$ cat src/rtl/cla_pkg.sv
// Shared types and constants for the nibble-serial carry-lookahead adder.
package cla_pkg;

  localparam int NIBBLE_W = 4;

  typedef enum logic [1:0] {
    IDLE = 2'd0,
    RUN  = 2'd1,
    DONE = 2'd2
  } state_t;

  // Nibble counter width, never narrower than one bit.
  function automatic int cnt_width(input int nib);
    return (nib <= 2) ? 1 : $clog2(nib);
  endfunction

endpackage

$ cat src/rtl/cla_nibble_serial_adder_cla.sv
// Combinational 4-bit carry-lookahead slice shared by the nibble-serial adder.
module cla (
  input  logic [3:0] a,
  input  logic [3:0] b,
  input  logic       c_in,
  output logic [3:0] s,
  output logic       c_out
);

  logic [3:0] w_g;
  logic [3:0] w_p;
  logic [3:0] w_c;

  assign w_g = a & b;
  assign w_p = a ^ b;

  // All carries are flattened from generate/propagate so none ripples.
  assign w_c[0] = c_in;
  assign w_c[1] = w_g[0] | (w_p[0] & c_in);
  assign w_c[2] = w_g[1] | (w_p[1] & w_g[0]) | (w_p[1] & w_p[0] & c_in);
  assign w_c[3] = w_g[2] | (w_p[2] & w_g[1]) | (w_p[2] & w_p[1] & w_g[0])
                | (w_p[2] & w_p[1] & w_p[0] & c_in);
  assign c_out  = w_g[3] | (w_p[3] & w_g[2]) | (w_p[3] & w_p[2] & w_g[1])
                | (w_p[3] & w_p[2] & w_p[1] & w_g[0])
                | (w_p[3] & w_p[2] & w_p[1] & w_p[0] & c_in);

  assign s = w_p ^ w_c;

endmodule

$ cat src/rtl/cla_nibble_serial_adder.sv
// Multi-cycle WIDTH-bit adder that time-shares one 4-bit CLA slice, LSB nibble first.
// Optional macro CLA_NIBBLE_SERIAL_SUB_EN adds a 'sub' port for a-b (c_out=1 means no borrow).
module cla_nibble_serial_adder
  import cla_pkg::*;
#(
  parameter int WIDTH = 16
) (
  input  logic             clk,
  input  logic             rst,
  input  logic             start_valid,
  output logic             start_ready,
  input  logic [WIDTH-1:0] a,
  input  logic [WIDTH-1:0] b,
  input  logic             c_in,
`ifdef CLA_NIBBLE_SERIAL_SUB_EN
  input  logic             sub,
`endif
  output logic             res_valid,
  input  logic             res_ready,
  output logic [WIDTH-1:0] sum,
  output logic             c_out
);

  localparam int NIB = WIDTH / NIBBLE_W;
  localparam int CW  = cnt_width(NIB);

  state_t           r_state;
  logic [WIDTH-1:0] r_a_sh;
  logic [WIDTH-1:0] r_b_sh;
  logic [WIDTH-1:0] r_sum;
  logic [CW-1:0]    r_cnt;
  logic             r_carry;
  logic             r_c_out;
  logic             r_res_valid;

  logic [WIDTH-1:0] w_b_load;
  logic             w_c_load;
  logic [WIDTH-1:0] w_a_next;
  logic [3:0]       w_s;
  logic             w_c;
  logic             w_last;

`ifdef CLA_NIBBLE_SERIAL_SUB_EN
  assign w_b_load = sub ? ~b : b;
  assign w_c_load = sub ? 1'b1 : c_in;
`else
  assign w_b_load = b;
  assign w_c_load = c_in;
`endif

  cla u_cla (
    .a     (r_a_sh[NIBBLE_W-1:0]),
    .b     (r_b_sh[NIBBLE_W-1:0]),
    .c_in  (r_carry),
    .s     (w_s),
    .c_out (w_c)
  );

  // The A shifter doubles as the accumulator: consumed nibbles leave the bottom
  // while slice sums enter the top, so after NIB steps it holds the full result.
  generate
    if (WIDTH == NIBBLE_W) begin : g_single
      assign w_a_next = w_s;
    end else begin : g_multi
      assign w_a_next = {w_s, r_a_sh[WIDTH-1:NIBBLE_W]};
    end
  endgenerate

  assign w_last      = (r_cnt == CW'(NIB - 1));
  assign start_ready = (r_state == IDLE);
  assign res_valid   = r_res_valid;
  assign sum         = r_sum;
  assign c_out       = r_c_out;

  always_ff @(posedge clk or posedge rst) begin
    if (rst) begin
      r_state     <= IDLE;
      r_a_sh      <= '0;
      r_b_sh      <= '0;
      r_sum       <= '0;
      r_cnt       <= '0;
      r_carry     <= 1'b0;
      r_c_out     <= 1'b0;
      r_res_valid <= 1'b0;
    end else begin
      case (r_state)
        IDLE: begin
          if (start_valid) begin
            r_a_sh  <= a;
            r_b_sh  <= w_b_load;
            r_carry <= w_c_load;
            r_cnt   <= '0;
            r_state <= RUN;
          end
        end
        RUN: begin
          r_a_sh  <= w_a_next;
          r_b_sh  <= r_b_sh >> NIBBLE_W;
          r_carry <= w_c;
          if (w_last) begin
            r_sum       <= w_a_next;
            r_c_out     <= w_c;
            r_res_valid <= 1'b1;
            r_state     <= DONE;
          end else begin
            r_cnt <= r_cnt + CW'(1);
          end
        end
        // A simultaneous new request is deliberately left for the next IDLE cycle.
        DONE: begin
          if (res_ready) begin
            r_res_valid <= 1'b0;
            r_state     <= IDLE;
          end
        end
        default: r_state <= IDLE;
      endcase
    end
  end

endmodule
$ cat config.mk
export PLATFORM = sky130hd
export DESIGN_NAME = cla_nibble_serial_adder
export DESIGN_NICKNAME = d
export VERILOG_FILES = /design/src/rtl/cla_pkg.sv /design/src/rtl/cla_nibble_serial_adder_cla.sv /design/src/rtl/cla_nibble_serial_adder.sv
export SDC_FILE = /design/constraint.sdc
export NUM_CORES = 1
export LEC_CHECK = 0
export ABC_CLOCK_PERIOD_IN_PS = 2100
export CAP_MARGIN = 40
export CORE_AREA = 2 2 82 84
export DETAILED_ROUTE_END_ITERATION = 16
export DIE_AREA = 0 0 84 86
export HOLD_SLACK_MARGIN = 0.12
export PLACE_DENSITY = 0.77
export SLEW_MARGIN = 20
export SYNTH_ARGS = -nofsm -noshare
export SYNTH_HDL_FRONTEND = slang
export SYNTH_SLANG_ARGS = --single-unit
$ cat constraint.sdc
create_clock -name clk -period 2.1 [get_ports clk]
set_input_delay 0.21 -clock clk [delete_from_list [all_inputs] [get_ports clk]]
set_output_delay 0.21 -clock clk [all_outputs]
set_load 0.005 [all_outputs]
==> results, run 1 <==
- The critical path launch point type is a flop.
- dfrtp_1 is the most common cell in the netlist.
- In this run the number of H-tree levels came out at 2.
- Of the total power, the share spent switching nets is 0.376.
- The global-route usage over all layers is 0.154.
- The yosys synthesis warning count is 0.
- The number of hold violations in the final report is 0.
- The CTS tree is yes.
- The net count of the mapped netlist is 273.
- The sum of net half-perimeters after detailed placement is 3740 um.
- The simple-gate portion of the synthesized area is 0.0899.
- For this block, the initial DRC count from the detailed router was 100.
- The relative contribution of combinational cells to total power is 0.495.
- The first TritonRoute pass finished after 4 iterations.
- In the final timing run, aggregate negative setup slack is 0 ns.
- The die is 86 um tall.
- Setup repair after global routing left no endpoint under its margin.
- The worst setup path is captured at a primary output.
- The fraction of the mapped netlist area in compound gates came to 0.134.
- The die covers 0.00722 mm^2.
- The class of the most critical setup path is reg -> out.
- The portion of synthesized area spent on multiplexers is 0.151.
- The fraction of layout cells with a size suffix above 1 is 0.117.
- In this run, synthesis produced a sequential element count of 55.
- After detailed routing, the average wire length per cell comes to 14.6 um.
- Data on the critical path is required at its endpoint by 1.89 ns.
- Of all nets on the critical path, the largest fanout is 14.
- The floorplan has 29 rows.
- After detailed routing, the number of remaining DRC violations is 0.
- The final-layout worst hold slack is 0.256 ns.
- After global routing the overflow that remains totals 0.
- In this run the power density over the cells is 1520 mW/mm^2.
- The tightest min-delay check is of the in -> async type.
- In this run the post-CTS setup repair buffer count came out at 0.
- The clock network fraction of total power is 0.117.
- The clock passes through at most 2 buffers.
- The post-detailed-routing wire length is 5250 um.
- The arithmetic-cell share of the synthesized area counting full adders, half adders and majority gates is 0.0319.
- The final worst-path setup slack is 0.196 ns.
- The root buffer cell is clkbuf_8.
- Entering global routing, the biggest net connects 58 pins.
- The initial core utilization is 0.413.
- After synthesis, the netlist uses 36 different library cells.
- The total non-filler cell area in the finished layout is 0.00328 mm^2.
- Counting every instance in the synthesized netlist gives 230.
- Input and output buffers added on the ports amount to 55.
- The area added between synthesis and finish is 26.6%.
- The design draws 5.00 mW.
- The post-detailed-route count of antenna-violating nets is 0.
- For this run, the share of the core covered by cells in the final layout is 0.522.
- In the post-synthesis netlist, the biggest area contributors are dfrtp_1 (53%), mux2i_1 (8.9%), nand2_1 (5.2%), o21ai_1 (5.2%), mux2_4 (4.1%).
- The global placer's final weighted congestion is 0.771.
- The post-placement cell count is 352.
- The largest family of logic cells by synthesized area is multiplexers.
- The register area share after synthesis is 0.531.
- The flow ran to the end, and the final reports show no timing, DRC or antenna violations.
- The first-pass GRT wire length is 8940 um.
- The area share of xor/xnor cells in the synthesized design is 0.00676.
- Measured against its own limit, the worst slew margin works out to 0.623.
- The final period demand of the worst path is 1.90 ns.
- In this run, post-CTS repair resized a total of 0 instances.
- Counting flops with an async set or reset pin after synthesis yields a share of 1.00.
- The proportion of power drawn by flip-flops and latches is 0.388.
- The setup clock skew after layout is 0.00666 ns.
- Summing all placed instances gives a cell area of 0.00319 mm^2.
- For this design the static power due to leakage is 1.47 nW.
- Summing all multi-input logic gate instances after layout gives 0.00108 mm^2.
- The internal portion of total power is 3.12 mW.
- The later pin in the worst-skew pair is clocked with a latency of 0.31 ns.
- The sequential cell area is 0.00138 mm^2.
- Based on the critical path, the design can be clocked at up to 525 MHz.
- The average cell area after synthesis is 11.3 um^2.
- The largest area contributor in the synthesized netlist is dfrtp_1.
- The number of primary I/O pins is 56.
- The initial antenna violation count is 0.
- After filler insertion, the fill cell instance count of the layout stands at 580.
- In the synthesized netlist, the cells that appear most often are dfrtp_1 (55), nand2_1 (36), o21ai_1 (27).
- The number of synthesized flops with an enable pin is 0.
- Of the available clock period, the critical path in the final layout requires 0.907.
- The max capacitance violation total is 0.
- The power spent charging and discharging nets is 1.88 mW.
- The detailed router placed 1822 vias in this run.
- For this run, the number of standard cells in the final layout without fillers is 360.
- The area fraction of the dominant cell type after synthesis is 0.531.
- In this run the horizontal extent of the chip is 84 um.
- The worst slack at placement is 0.432 ns.
- STA puts the critical path data arrival time at 1.69 ns.
- The combined area of all synthesized cells is 0.00259 mm^2.
- The number of clock sinks seen by CTS is 55.
- Setup violations remaining at the end of the flow were counted as 0.
- TritonCTS created 5 clock buffers.
- The number of pins exceeding their max-slew limit in the final report is 0.
- The maximum resistive drop on vdd is 0.678 mV.
- The per-cell via count in the routed design is 5.06.
- After clock tree synthesis, the clock-pin slew on the worst setup and hold paths is 0.10 ns.
- The area of the core is 0.00628 mm^2.
- In this run, post-CTS hold repair placed 0 buffers.
- The count of antenna diodes in the layout is 0.
- At the end of the flow, the number of nets in the layout was 325.
- For the pin with the worst max-slew slack, the measured transition is 0.566 ns.
- The primary flip-flop cell chosen by synthesis mapping is dfrtp_1.
- The via count of the first global-routing pass was 1863.
routing by layer:
metal	part of all wire	wire length [um]	global-route usage	up-vias
met5	0	0	0	-
met3	0.046	243	0.0318	10
met2	0.47	2480	0.249	44
li1	-	-	-	897
met1	0.46	2430	0.208	871
met4	0.018	92	0.0543	0
sequential cells by signal, summed over array words and instances (netlist names):
signal	count
r_a_sh	16
r_b_sh	16
sum	16
r_cnt	2
r_state	2
c_out	1
r_carry	1
res_valid	1
power groups by stage:
stage          clock [mW]  combinational [mW]  sequential, mW
6_report            0.583                2.48            1.94
5_1_grt             0.637                2.78            2.01
4_1_cts             0.588                2.51            1.94
3_5_place_dp            0                2.51            1.96
3_3_place_gp            0                2.42            1.93
2_1_floorplan           0                1.85            1.85
cells in the final DEF (no fill, tap or decap), types with 5 or more instances in the layout:
cell,n
mux2_4,7
mux2_2,5
o21ai_1,27
dfrtp_1,55
a21oi_1,10
o21ai_0,7
clkdlybuf4s50_1,55
nand2_1,36
nor2_1,7
mux2i_1,23
inv_1,5
clkbuf_8,5
ha_1,5
critical path: stages, from the launching register on:
cell             delay [ns]
dfrtp_1                0.60
nor2_1                 0.25
clkdlybuf4s50_1        0.54
logic make-up after synthesis:
family,Yosys count
buf+inv,22
simple gates,52
compound gates,58
fa+ha+maj,6
xor+xnor,2
mux,35
flops,55
worst paths after layout:
path | end | depth (start not counted) | slack (ns) | start
worst min-delay path | sum[7] | 3 | 0.26 | rst
worst max register to register | sum[2] | 2 | 0.45 | r_state[0]
worst max-delay path | start_ready | 2 | 0.20 | r_state[0]
max in group asynchronous | r_b_sh[10] | 3 | 1.60 | rst
min in group clk | r_state[1] | 2 | 0.48 | res_ready
worst min register to register | sum[12] | 2 | 0.49 | sum[12]
final cells by class:
type,instances,share of cell area
tap,77,0.0294
inverter,7,0.00801
sequential,55,0.420
clock inverter,2,0.00382
clock buffer,6,0.0221
timing repair buffer,60,0.187
multi-input combinational,153,0.330
Note: power is estimated with default switching activity, not from simulation.
==> run 2: changes to the inputs <==
--- a/config.mk
+++ b/config.mk
@@ -7,11 +7,14 @@
 export LEC_CHECK = 0
 export ABC_CLOCK_PERIOD_IN_PS = 2100
 export CAP_MARGIN = 40
-export CORE_AREA = 2 2 82 84
+export CELL_PAD_IN_SITES_DETAIL_PLACEMENT = 1
+export CELL_PAD_IN_SITES_GLOBAL_PLACEMENT = 1
+export CORE_AREA = 2 2 85 87
+export CTS_CLUSTER_SIZE = 20
 export DETAILED_ROUTE_END_ITERATION = 16
-export DIE_AREA = 0 0 84 86
+export DIE_AREA = 0 0 87 89
 export HOLD_SLACK_MARGIN = 0.12
-export PLACE_DENSITY = 0.77
+export PLACE_DENSITY = 0.87
 export SLEW_MARGIN = 20
 export SYNTH_ARGS = -nofsm -noshare
 export SYNTH_HDL_FRONTEND = slang
==> run 2 against run 1 <==
Compared with the run above:
- non-clock buffer count stayed put
- clock power rose by 11%
- sequential share of layout area down 0.29 points
- combinational power about the same
- worst hold slack lost 0.027 ns
- sequential power barely moved
- global-route usage increased by 0.42 points
- setup slack improved by 0.010 ns
- routed wire length grew 8.0%
- flip-flop and latch count did not move
- fmax up 0.54%
==> results, run 2 (synthesized netlist as in run 1, its figures left out) <==
- The first-pass GRT wire length is 9290 um.
- TritonCTS built the clock tree.
- The first detailed-routing pass took 4 iterations.
- The number of cells on the critical path is 2.
- Clock-pin slew was measured on the worst setup and hold paths at 0.10 ns.
- Dividing the detail-routed via count by the number of cells gives 5.06.
- The number of buffers and inverters on the critical path is 1.
- The global placer's final weighted congestion is 0.757.
- In the layout the commonest cells are dfrtp_1 (55), clkdlybuf4s50_1 (55), nand2_1 (36).
- The logic depth of the worst register-to-register path is 2.
- The DRC violation count after routing is 0.
- After detailed routing, the total wire length is 5670 um.
- Walking the worst path, the cells encountered are nor2_1, clkdlybuf4s50_1.
- The flow ran to the end, and the final reports show no timing, DRC or antenna violations.
- In the final timing run, aggregate negative setup slack is 0 ns.
- Once detail routing completed, the nets flagged for antenna violations numbered 0.
- Measured along the x axis, the die boundary spans 87 um.
- The worst endpoint data arrival time is 1.68 ns.
- For this configuration, the core starts out at a cell density of 0.385.
- The total of fill cells in the finished design is 707.
- For the pin with the worst max-slew slack, the measured transition is 0.536 ns.
- The class of the most critical setup path is reg -> out.
- The tree is rooted in a clkbuf_8.
- In this run the worst path has a maximum fanout of 14.
- In the post-route analysis, the smallest setup slack over all paths is 0.207 ns.
- The via count of the first global-routing pass is 1923.
- The area of the core is 0.00672 mm^2.
- The starting DRC count in detailed routing is 73.
- The final layout contains 325 nets.
- Clock tree synthesis found a total of 55 sinks.
- Row generation in the floorplan step produced 30 rows.
- The critical path launch point type is a flop.
- The number of pins exceeding their max-slew limit in the final report was 0.
- In this run the static leakage power is 1.48 nW.
- In this design, the largest share of critical-path delay is due to flip-flops.
- The sequential cell area is 0.00138 mm^2.
- For this run the aggregate overflow at the end of global routing stands at 0.
- The standard cell area after detailed placement is 0.00320 mm^2.
- Across all layers, the routed design uses 1838 vias.
- In this run the tightest slew margin relative to its limit is 0.643.
- Setup violations remaining at the end of the flow were counted as 0.
- The number of buffers created by CTS is 5.
- The number of I/O port buffers is 55.
- The die covers 0.00774 mm^2.
- The worst setup path is captured at a primary output.
- The hold buffer count at CTS is 0.
- Setup repair after global routing left no endpoint under its margin.
- The fraction of layout cells with a size suffix above 1 is 0.120.
- Post-CTS timing repair inserted 0 buffers for setup.
- The cell area power density is 1540 mW/mm^2.
- The initial antenna violation count is 0.
- Detailed placement ended at an HPWL of 4130 um.
- The number of primary I/O pins is 56.
- For this run, the total global-route usage over all layers was measured as 0.158.
- The area added between synthesis and finish is 27.5%.
- The maximum number of pins on one net before global-route repair is 58.
- The worst slack at placement is 0.441 ns.
- Subtracting the final worst setup slack from the clock period gives 1.89 ns.
- The clock arrives with 0.00610 ns of skew.
- Dividing the detail-routed wire length by the instance count gives 15.6 um.
- The clock latency at the later pin of the worst-skew pair is 0.31 ns.
- Summing all multi-input logic gate instances after layout gives 0.00108 mm^2.
- The count of antenna diodes in the layout is 0.
- The tightest min-delay check is of the in -> async type.
- The worst path required time is 1.89 ns.
- VDD sags by at most 0.624 mV.
- The final core area utilization is 0.491.
- In this run the number of H-tree levels came out at 2.
- The max capacitance violation total is 0.
- The total non-filler cell area in the finished layout is 0.00330 mm^2.
- The die extent in y is 89 um.
- The slowest stage cell on the critical path is dfrtp_1.
- The largest single stage delay on the critical path is 0.58 ns.
- The post-cts gate resize count is 0.
- The number of hold violations in the final report came to 0.
- The clock passes through at most 2 buffers.
- Based on the critical path, the design can be clocked at up to 528 MHz.
- Of the available clock period, the critical path in the final layout requires 0.902.
run 2: cell count changes in the layout (fill, tap and decap cells not counted):
cell / delta
clkbuf_8: +2
clkinv_2: -1
clkbuf_1: -1
run 2: worst register-to-register path, cell delays in order, from the launching register on:
cell and delay, ns:
dfrtp_1 0.69, nand3_4 0.42, mux2_4 0.42
run 2: path summary, 6_finish.rpt:
path,from,endpoint,slack [ns]
setup reg to reg,r_state[0],sum[5],0.47
min in group clk,res_ready,r_state[1],0.49
setup / recovery,r_state[0],start_ready,0.21
hold / removal,rst,sum[6],0.23
hold reg to reg,r_b_sh[6],r_b_sh[6],0.49
max in group asynchronous,rst,r_b_sh[0],1.33
run 2: final cells by class:
cell class              instances  area share
clock buffers                   7      0.0292
flip-flops and latches         55       0.417
multi-input cells             153       0.328
clock inverters                 1     0.00227
inverters                       7     0.00796
well taps                      80      0.0303
repair buffers                 60       0.186
run 2: per-layer routing:
layer,GRT usage,routed length [um],vias to the layer above
met5,0,0,-
met4,0.0384,56,0
met3,0.0434,242,5
li1,-,-,898
met2,0.274,2720,42
met1,0.198,2650,893
run 2: through the flow:
stage	instances	hold slack [ns]	total power, mW
detailed placement	355	0.475	4.53
floorplan	230	0.296	3.70
CTS	363	0.247	5.18
global placement	355	0.462	4.38
global route	363	0.256	5.53
finish	363	0.229	5.10
run 2: power breakdown:
group,switching (mW),internal [mW]
clock,0.345,0.301
sequential,0.376,1.57
combinational,1.19,1.31
total,1.91,3.19
